**config.mk**
```make
export PLATFORM = sky130hd
export DESIGN_NAME = ssbr_deser_4
export DESIGN_NICKNAME = d
export VERILOG_FILES = /design/src/rtl/ssbr_deser_4.sv
export SDC_FILE = /design/constraint.sdc
export NUM_CORES = 1
export LEC_CHECK = 0
export CAP_MARGIN = 40
export CORE_ASPECT_RATIO = 0.75
export CORE_MARGIN = 2
export CORE_UTILIZATION = 30
export DETAILED_ROUTE_END_ITERATION = 8
export GPL_ROUTABILITY_DRIVEN = 0
export MAX_ROUTING_LAYER = met4
export PLACE_DENSITY = 0.58
export SLEW_MARGIN = 5
export SYNTH_ARGS = -nofsm -noshare
export SYNTH_HDL_FRONTEND = slang
export SYNTH_SLANG_ARGS = --single-unit
```
**constraint.sdc**
```tcl
create_clock -name clk -period 4.7 [get_ports clk]
set_clock_uncertainty 0.05 [all_clocks]
set_input_delay 0.94 -clock clk [delete_from_list [all_inputs] [get_ports clk]]
set_output_delay 0.94 -clock clk [all_outputs]
set_load 0.01 [all_outputs]
```
**src/rtl/ssbr_deser_4.sv**
```systemverilog
// ssbr_deser_4: consumer of the bidirectional serial shift register's output.
// Waits out the register's pipeline delay after a start pulse. Reassembles the
// serial stream into WIDTH-bit words, LSB first when shifting right and MSB
// first when shifting left. Delivers the words through a 2-entry buffer with a
// valid/ready handshake.
module ssbr_deser_4 #(
    parameter int WIDTH = 4,
    parameter int DEPTH = 4
) (
    input  logic             clk,
    input  logic             rst_n,
    input  logic             ser_in,
    input  logic             dir,
    input  logic             start,
    input  logic [2:0]       nwords,
    output logic [WIDTH-1:0] out_data,
    output logic             out_valid,
    input  logic             out_ready,
    output logic             busy,
    output logic             overflow,
    output logic             frame_err,
    input  logic             clr_err
);

    localparam int BW = (WIDTH > 1) ? $clog2(WIDTH) : 1;
    localparam int AW = $clog2(DEPTH + 1);

    typedef enum logic [1:0] {IDLE, ALIGN, COLLECT} state_t;

    state_t           state;
    state_t           state_next;

    logic [AW-1:0]    align_cnt;
    logic [AW-1:0]    align_load;
    logic [BW-1:0]    bit_cnt;
    logic [3:0]       word_cnt;
    logic [3:0]       nwords_q;
    logic             dir_q;
    logic [WIDTH-1:0] acc;
    logic [WIDTH-1:0] word_next;
    logic             word_done;
    logic             last_word;

    logic [WIDTH-1:0] buf_mem [2];
    logic             wr_ptr;
    logic             rd_ptr;
    logic [1:0]       count;
    logic             push;
    logic             pop;
    logic             full;
    logic             push_ok;
    logic             frame_evt;
    logic             ovf_evt;

    // Right shifts reach QR one stage later than left shifts reach QL, so the
    // align counter is preloaded with latency-1 chosen by the live dir input.
    assign align_load = dir ? AW'(DEPTH - 1) : AW'(DEPTH - 2);

    // Word assembly and the completion/last-word conditions for this cycle
    always_comb begin
        word_next = dir_q ? {ser_in, acc[WIDTH-1:1]} : {acc[WIDTH-2:0], ser_in};
        word_done = (state == COLLECT) && (bit_cnt == BW'(WIDTH - 1));
        last_word = word_done && ((word_cnt + 4'd1) == nwords_q);
    end

    // Next-state logic: idle until start, wait out the pipeline, then collect
    always_comb begin
        state_next = state;
        case (state)
            IDLE: begin
                if (start) begin
                    state_next = (align_load == '0) ? COLLECT : ALIGN;
                end
            end
            ALIGN: begin
                if (align_cnt <= AW'(1)) begin
                    state_next = COLLECT;
                end
            end
            COLLECT: begin
                if (last_word) begin
                    state_next = IDLE;
                end
            end
            default: state_next = IDLE;
        endcase
    end

    // State register
    always_ff @(posedge clk or negedge rst_n) begin
        if (!rst_n) begin
            state <= IDLE;
        end else begin
            state <= state_next;
        end
    end

    // Stream bookkeeping: latch the stream setup on start, then count bits and words
    always_ff @(posedge clk or negedge rst_n) begin
        if (!rst_n) begin
            align_cnt <= '0;
            bit_cnt   <= '0;
            word_cnt  <= '0;
            nwords_q  <= '0;
            dir_q     <= 1'b0;
            acc       <= '0;
        end else begin
            case (state)
                IDLE: begin
                    if (start) begin
                        dir_q     <= dir;
                        nwords_q  <= (nwords == 3'd0) ? 4'd8 : {1'b0, nwords};
                        align_cnt <= align_load;
                        bit_cnt   <= '0;
                        word_cnt  <= '0;
                    end
                end
                ALIGN: begin
                    if (align_cnt != '0) begin
                        align_cnt <= align_cnt - AW'(1);
                    end
                end
                COLLECT: begin
                    acc <= word_next;
                    if (word_done) begin
                        bit_cnt  <= '0;
                        word_cnt <= word_cnt + 4'd1;
                    end else begin
                        bit_cnt <= bit_cnt + BW'(1);
                    end
                end
                default: ;
            endcase
        end
    end

    assign push    = word_done;
    assign pop     = out_valid && out_ready;
    assign full    = (count == 2'd2);
    assign push_ok = push && (!full || pop);

    // Two-entry output FIFO; a pop in the same cycle frees room for a full-buffer push
    always_ff @(posedge clk or negedge rst_n) begin
        if (!rst_n) begin
            buf_mem[0] <= '0;
            buf_mem[1] <= '0;
            wr_ptr     <= 1'b0;
            rd_ptr     <= 1'b0;
            count      <= 2'd0;
        end else begin
            if (push_ok) begin
                buf_mem[wr_ptr] <= word_next;
                wr_ptr          <= ~wr_ptr;
            end
            if (pop) begin
                rd_ptr <= ~rd_ptr;
            end
            case ({push_ok, pop})
                2'b10:   count <= count + 2'd1;
                2'b01:   count <= count - 2'd1;
                default: ;
            endcase
        end
    end

    assign out_data  = buf_mem[rd_ptr];
    assign out_valid = (count != 2'd0);
    assign busy      = (state != IDLE);

    assign frame_evt = (state != IDLE) && (start || (dir != dir_q));
    assign ovf_evt   = push && full && !pop;

    // Sticky error flags; a new error in the clearing cycle keeps the flag set
    always_ff @(posedge clk or negedge rst_n) begin
        if (!rst_n) begin
            overflow  <= 1'b0;
            frame_err <= 1'b0;
        end else begin
            overflow  <= (overflow && !clr_err) || ovf_evt;
            frame_err <= (frame_err && !clr_err) || frame_evt;
        end
    end

endmodule
```
* After elaboration in Yosys (flattened, before gate mapping) *
Index checks and enable logic that the tools add are counted.
W data, S select, Z words.

storage, ports and cells
  flip-flop bits (word level) = 34
  latch bits = 0
  bits in writable memories = 0
  memory bits (read-only) = 0
  input port bits = 10
  output and inout port bits = 8
  word-level logic and storage cells = 95
  memories kept = 0

cells by class
  $add $sub $neg = 5
  $mul = 0
  divide/modulo/power cells = 0
  $lt $le $gt $ge = 4
  equal/unequal tests = 13
  shift operators = 0
  mux-type cells = 24
  bitwise logic cells = 4
  reductions and logical operators = 31

operators with widths
  cell                   number
  $mux W4                8
  $mux W2                6
  $logic_and A1 B1 Y1    10
  $ne A2 B2 Y1 const B   5
  $reduce_bool A2 Y1     5
  $reduce_and A3 Y1      3
  $bwmux W8              1
  $eq A2 B2 Y1 const B   4
  $pmux W2 S2            2
  $pmux W4 S2            1
  $logic_not A3 Y1       2
  $mux W3                2
  $pmux W2 S3            1
  $pmux W3 S2            1
  $add A2 B1 Y2 const B  2
  $add A4 B1 Y4 const B  1
  $demux W4 S1           1
  $eq A2 B1 Y1 const B   2
  $eq A4 B4 Y1           1
  $ge A2 B2 Y1 const B   2
  $logic_or A1 B1 Y1     4
  $not A1 Y2             2
  $reduce_and A2 Y1      2
  $le A3 B1 Y1 const B   1
  9 further kinds        12

* Depth between registers and ports, before layout *
  depth after elaboration = 6
  depth in mapped cells = 7
  mapped depth without buffers = 7

* Worst setup path after synthesis *
OpenSTA, ideal clock, no wires.

  kind = input to register
  start point = input port out_ready
  end point = register count[1]
  library setup time = 0.079 ns
  arrival time = 1.921 ns
  data required time = 4.571 ns
  slack = 2.649 ns
  stages = 5
  path buffers = 0
  cell sequence = or3b_4 > nand2_2 > ha_1 > nor2_1 > xor2_1

between the ends
  word-level cells in the longest chain between the ends = 5
  elaborated cells on any way between the ends = 7
  those cells by class = 2 x eq/ne; 1 x mux; 4 x reduce/logical

RTL lines
  what                                               RTL line  source
  start: declaration                                 18        input logic out_ready,
  $logic_and A1 B1 Y1 (*)                            138       assign pop = out_valid && out_ready;
  $logic_or A1 B1 Y1                                 140       assign push_ok = push && (!full || pop);
  $logic_and A1 B1 Y1                                140
  $eq A2 B1 Y1 or $eq A2 B2 Y1 (tied branches)       158       case ({push_ok, pop})
  $pmux W2 S2 or $reduce_bool A2 Y1 (tied branches)  -
  end signal: assignment                             159       2'b10: count <= count + 2'd1;
  end signal: assignment                             160       2'b01: count <= count - 2'd1;
  end: declaration                                   47        logic [1:0] count;

Mark *: on every way between the ends. The rest lies on a longest branch, timed or not.
A chain may end at the register's enable or synchronous reset.

* Final worst setup path *
  start point = register rd_ptr
  end point = output port out_data[3]

between the ends
  word-level cells in the longest chain between the ends = 4

RTL lines
  what                                         RTL line  source
  start: declaration                           46        logic rd_ptr;
  start signal: assignment                     156       rd_ptr <= ~rd_ptr;
  $not A1 Y2 (not written as such)             166       assign out_data = buf_mem[rd_ptr];
  $mux W4 (not written as such) (3 in series)  166
  end: declaration                             16        output logic [WIDTH-1:0] out_data,

No other way between the ends. The select of a mux whose other input is x is not followed.

==> out/metrics.yaml <==
pwr-share-clk: 0.235
worstReg2RegStart: "bit_cnt[0]"
nets: 179
p_seq_frac: 0.429
cts_tree: "done"
worst_slew_pin_slew_ns: 0.454
p_per_area_nw_per_um2: 536
worstPathCellList: "mux2_2 -> clkdlybuf4s50_1"
postSynthAreaPerCell_sq_um: 11.9
rsz0062_at_grt: "no"
ioPinCount: 18
drt-met1-wl_um: 1470
hp-class: "register to register"
period_minus_slack_ns: 2.60
startpoint: "rd_ptr"
grt_pass1_vias: 1178
status: "completed"
clock.fmax_mhz: 385
track_usage: 0.119
maxSlewViolCount: 0
final_hold_viol_count: 0
path_max_fanout: 5
ant_nets: 0
dr.max_layer_used: "met4"
intPower_mw: 0.750
synth.net_count: 158
slew_headroom: 0.696
area_delta_synth_final_pct: 22.2
fp.dieArea_sq_um: 6240
dpl.hpwl_um: 2440
drv_cap: 0
cp.required_ns: 3.71
pre_cts_ws_ns: 2.07
cts_buffer_depth: 2
diodes: 0
swShare: 0.321
die_h_um: 68.9
core_sq_um: 5380
drc: 0
synth_area_leaders: "dfrtp_1, mux2_2, ha_1"
synth_cells: 142
num_rows: 23
yosysTopAreaCellShare: 0.505
vias_per_cell: 4.59
clock-sinks: 34
fp.dieW_um: 90.5
synth_seq_cells: 34
cts-root-buf: "clkbuf_8"
power.switching_mw: 0.355
grt_remaining_overflow: 0
antenna_found_initial: 0
htree_num_levels: 2
finalPower_mw: 1.10
met3_length_um: 92
cpMaxStageDelayCell: "clkdlybuf4s50_1"
cts_buffers: 5
clkTransAtPathRegs_ns: 0.06
cp.arrival_ns: 1.61
drtIter0Drc: 67
vdd_ir_drop_max_mv: 0.135
cts-resized-gates: 0
yosys.cell_types.count: 34
criticalPathCategory: "register to primary output"
fin_crit_sh: 0.553
grt_pass1_wl_um: 5530
whs_ns: 0.430
setup_violations: 0
cp-start-kind: "register"
drt-pass1-iter-count: 4
synth_warnings: 0
p_comb_frac: 0.336
synth.cell_area_sq_um: 1680
ys_seq_area_frac: 0.505
start_util: 0.313
layout-drive-gt1-share: 0.244
final_common_cell: "dfrtp_1"
final_cell_mix: "dfrtp_1, mux2_2, clkdlybuf4s50_1"
wl_met2_um: 1500
finalSetupTns_ns: 0
hold_start: "count[1]"
finalWirelength_um: 3120
clk_latency_ns: 0.29
grt_max_degree: 19
setup_slack_ns: 2.10
vias: 1096
hold_buffers: 0
post-cts-setup-buffers: 0
synth_area_leader_cell: "dfrtp_1"
io_buffers: 17
slowest_delay_ns: 0.48
power_leakage_nw: 0.928
wl_per_cell_um: 13.1
cp-end-kind: "primary output"
## critical path: cells and delay by family (launching register included)
family | cells | cell delay, ns
buffers and inverters | 1 | 0.48
flip-flops | 1 | 0.47
multiplexers | 1 | 0.37
## per-stage QoR
step | cell area (sq um) | cells | util
after global placement | 1920 | 230 | 0.357
final | 2060 | 239 | 0.382
after floorplan | 1680 | 142 | -
after detailed placement | 1950 | 231 | 0.362
after global routing | 2060 | 239 | 0.382
after CTS | 2060 | 239 | 0.382
## sequential cells by signal, indices dropped and copies added (netlist names), 2 cells and up
signal	count
state	2
count	2
acc	4
bit_cnt	2
align_cnt	3
word_cnt	4
nwords_q	4
buf_mem	8
## kinds of logic (layout without fill, tap and decap cells)
family,count (synthesis),count (layout),synth area share
muxes,24,24,0.160
buffers and inverters,12,34,0.0357
adders and majority gates,6,6,0.0446
DFF,34,34,0.505
xor gates and xnor gates,12,12,0.0624
AOI/OAI and AO/OA,25,25,0.0914
and+or+nand+nor,29,29,0.100
## path summary, 6_finish.rpt
path	endpoint	slack [ns]	cells past startpoint
min in group asynchronous	buf_mem[6]	0.91	1
worst min register to register	count[1]	0.43	1
max in group asynchronous	state[1]	3.17	2
worst max register to register	buf_mem[7]	2.91	5
worst min-delay path	count[1]	0.43	1
worst max-delay path	out_data[3]	2.10	2
## routing by layer
metal,GRT usage,vias up
met4,0.0462,0
met5,-,-
li1,-,539
met1,0.147,538
met2,0.189,13
met3,0.0326,6
## layout make-up
type	count	area, sq um
Sequential cell	34	851
Inverter	7	26.3
Tap cell	75	93.8
Clock inverter	3	40.0
Fill cell	529	3320
Clock buffer	5	68.8
Multi-Input combinational cell	96	773
Timing Repair Buffer	19	205
## Yosys cell counts
cell and instances:
and2_4 1, o31ai_1 1, and3b_1 1, nor3b_1 1
a21oi_1 2, a22oi_1 1, xor2_1 7, buf_6 2
o21ai_0 11, nand2_2 1, nand2_1 6, a22o_1 2
nor2_1 4, o41ai_1 1, xnor2_1 5, clkbuf_1 3
or3b_1 1, o21ai_1 2, nand3b_1 1, a41o_1 1
inv_1 7, o22ai_1 2, nor2_2 1, nand2b_1 2
or3b_4 1, mux2_2 24, or2_2 2, o21bai_1 1
nand3_1 5, or4b_1 1, dfrtp_1 34, o211ai_1 1
ha_1 6, and2_1 1
## power groups by stage
stage	Clock, mW	Sequential, mW	Combinational [mW]
floorplan	0	0.440	0.303
global placement	0	0.472	0.355
detailed placement	0	0.478	0.375
CTS	0.268	0.473	0.377
global route	0.280	0.492	0.420
finish	0.260	0.474	0.371
(Power assumes the default switching activity.)
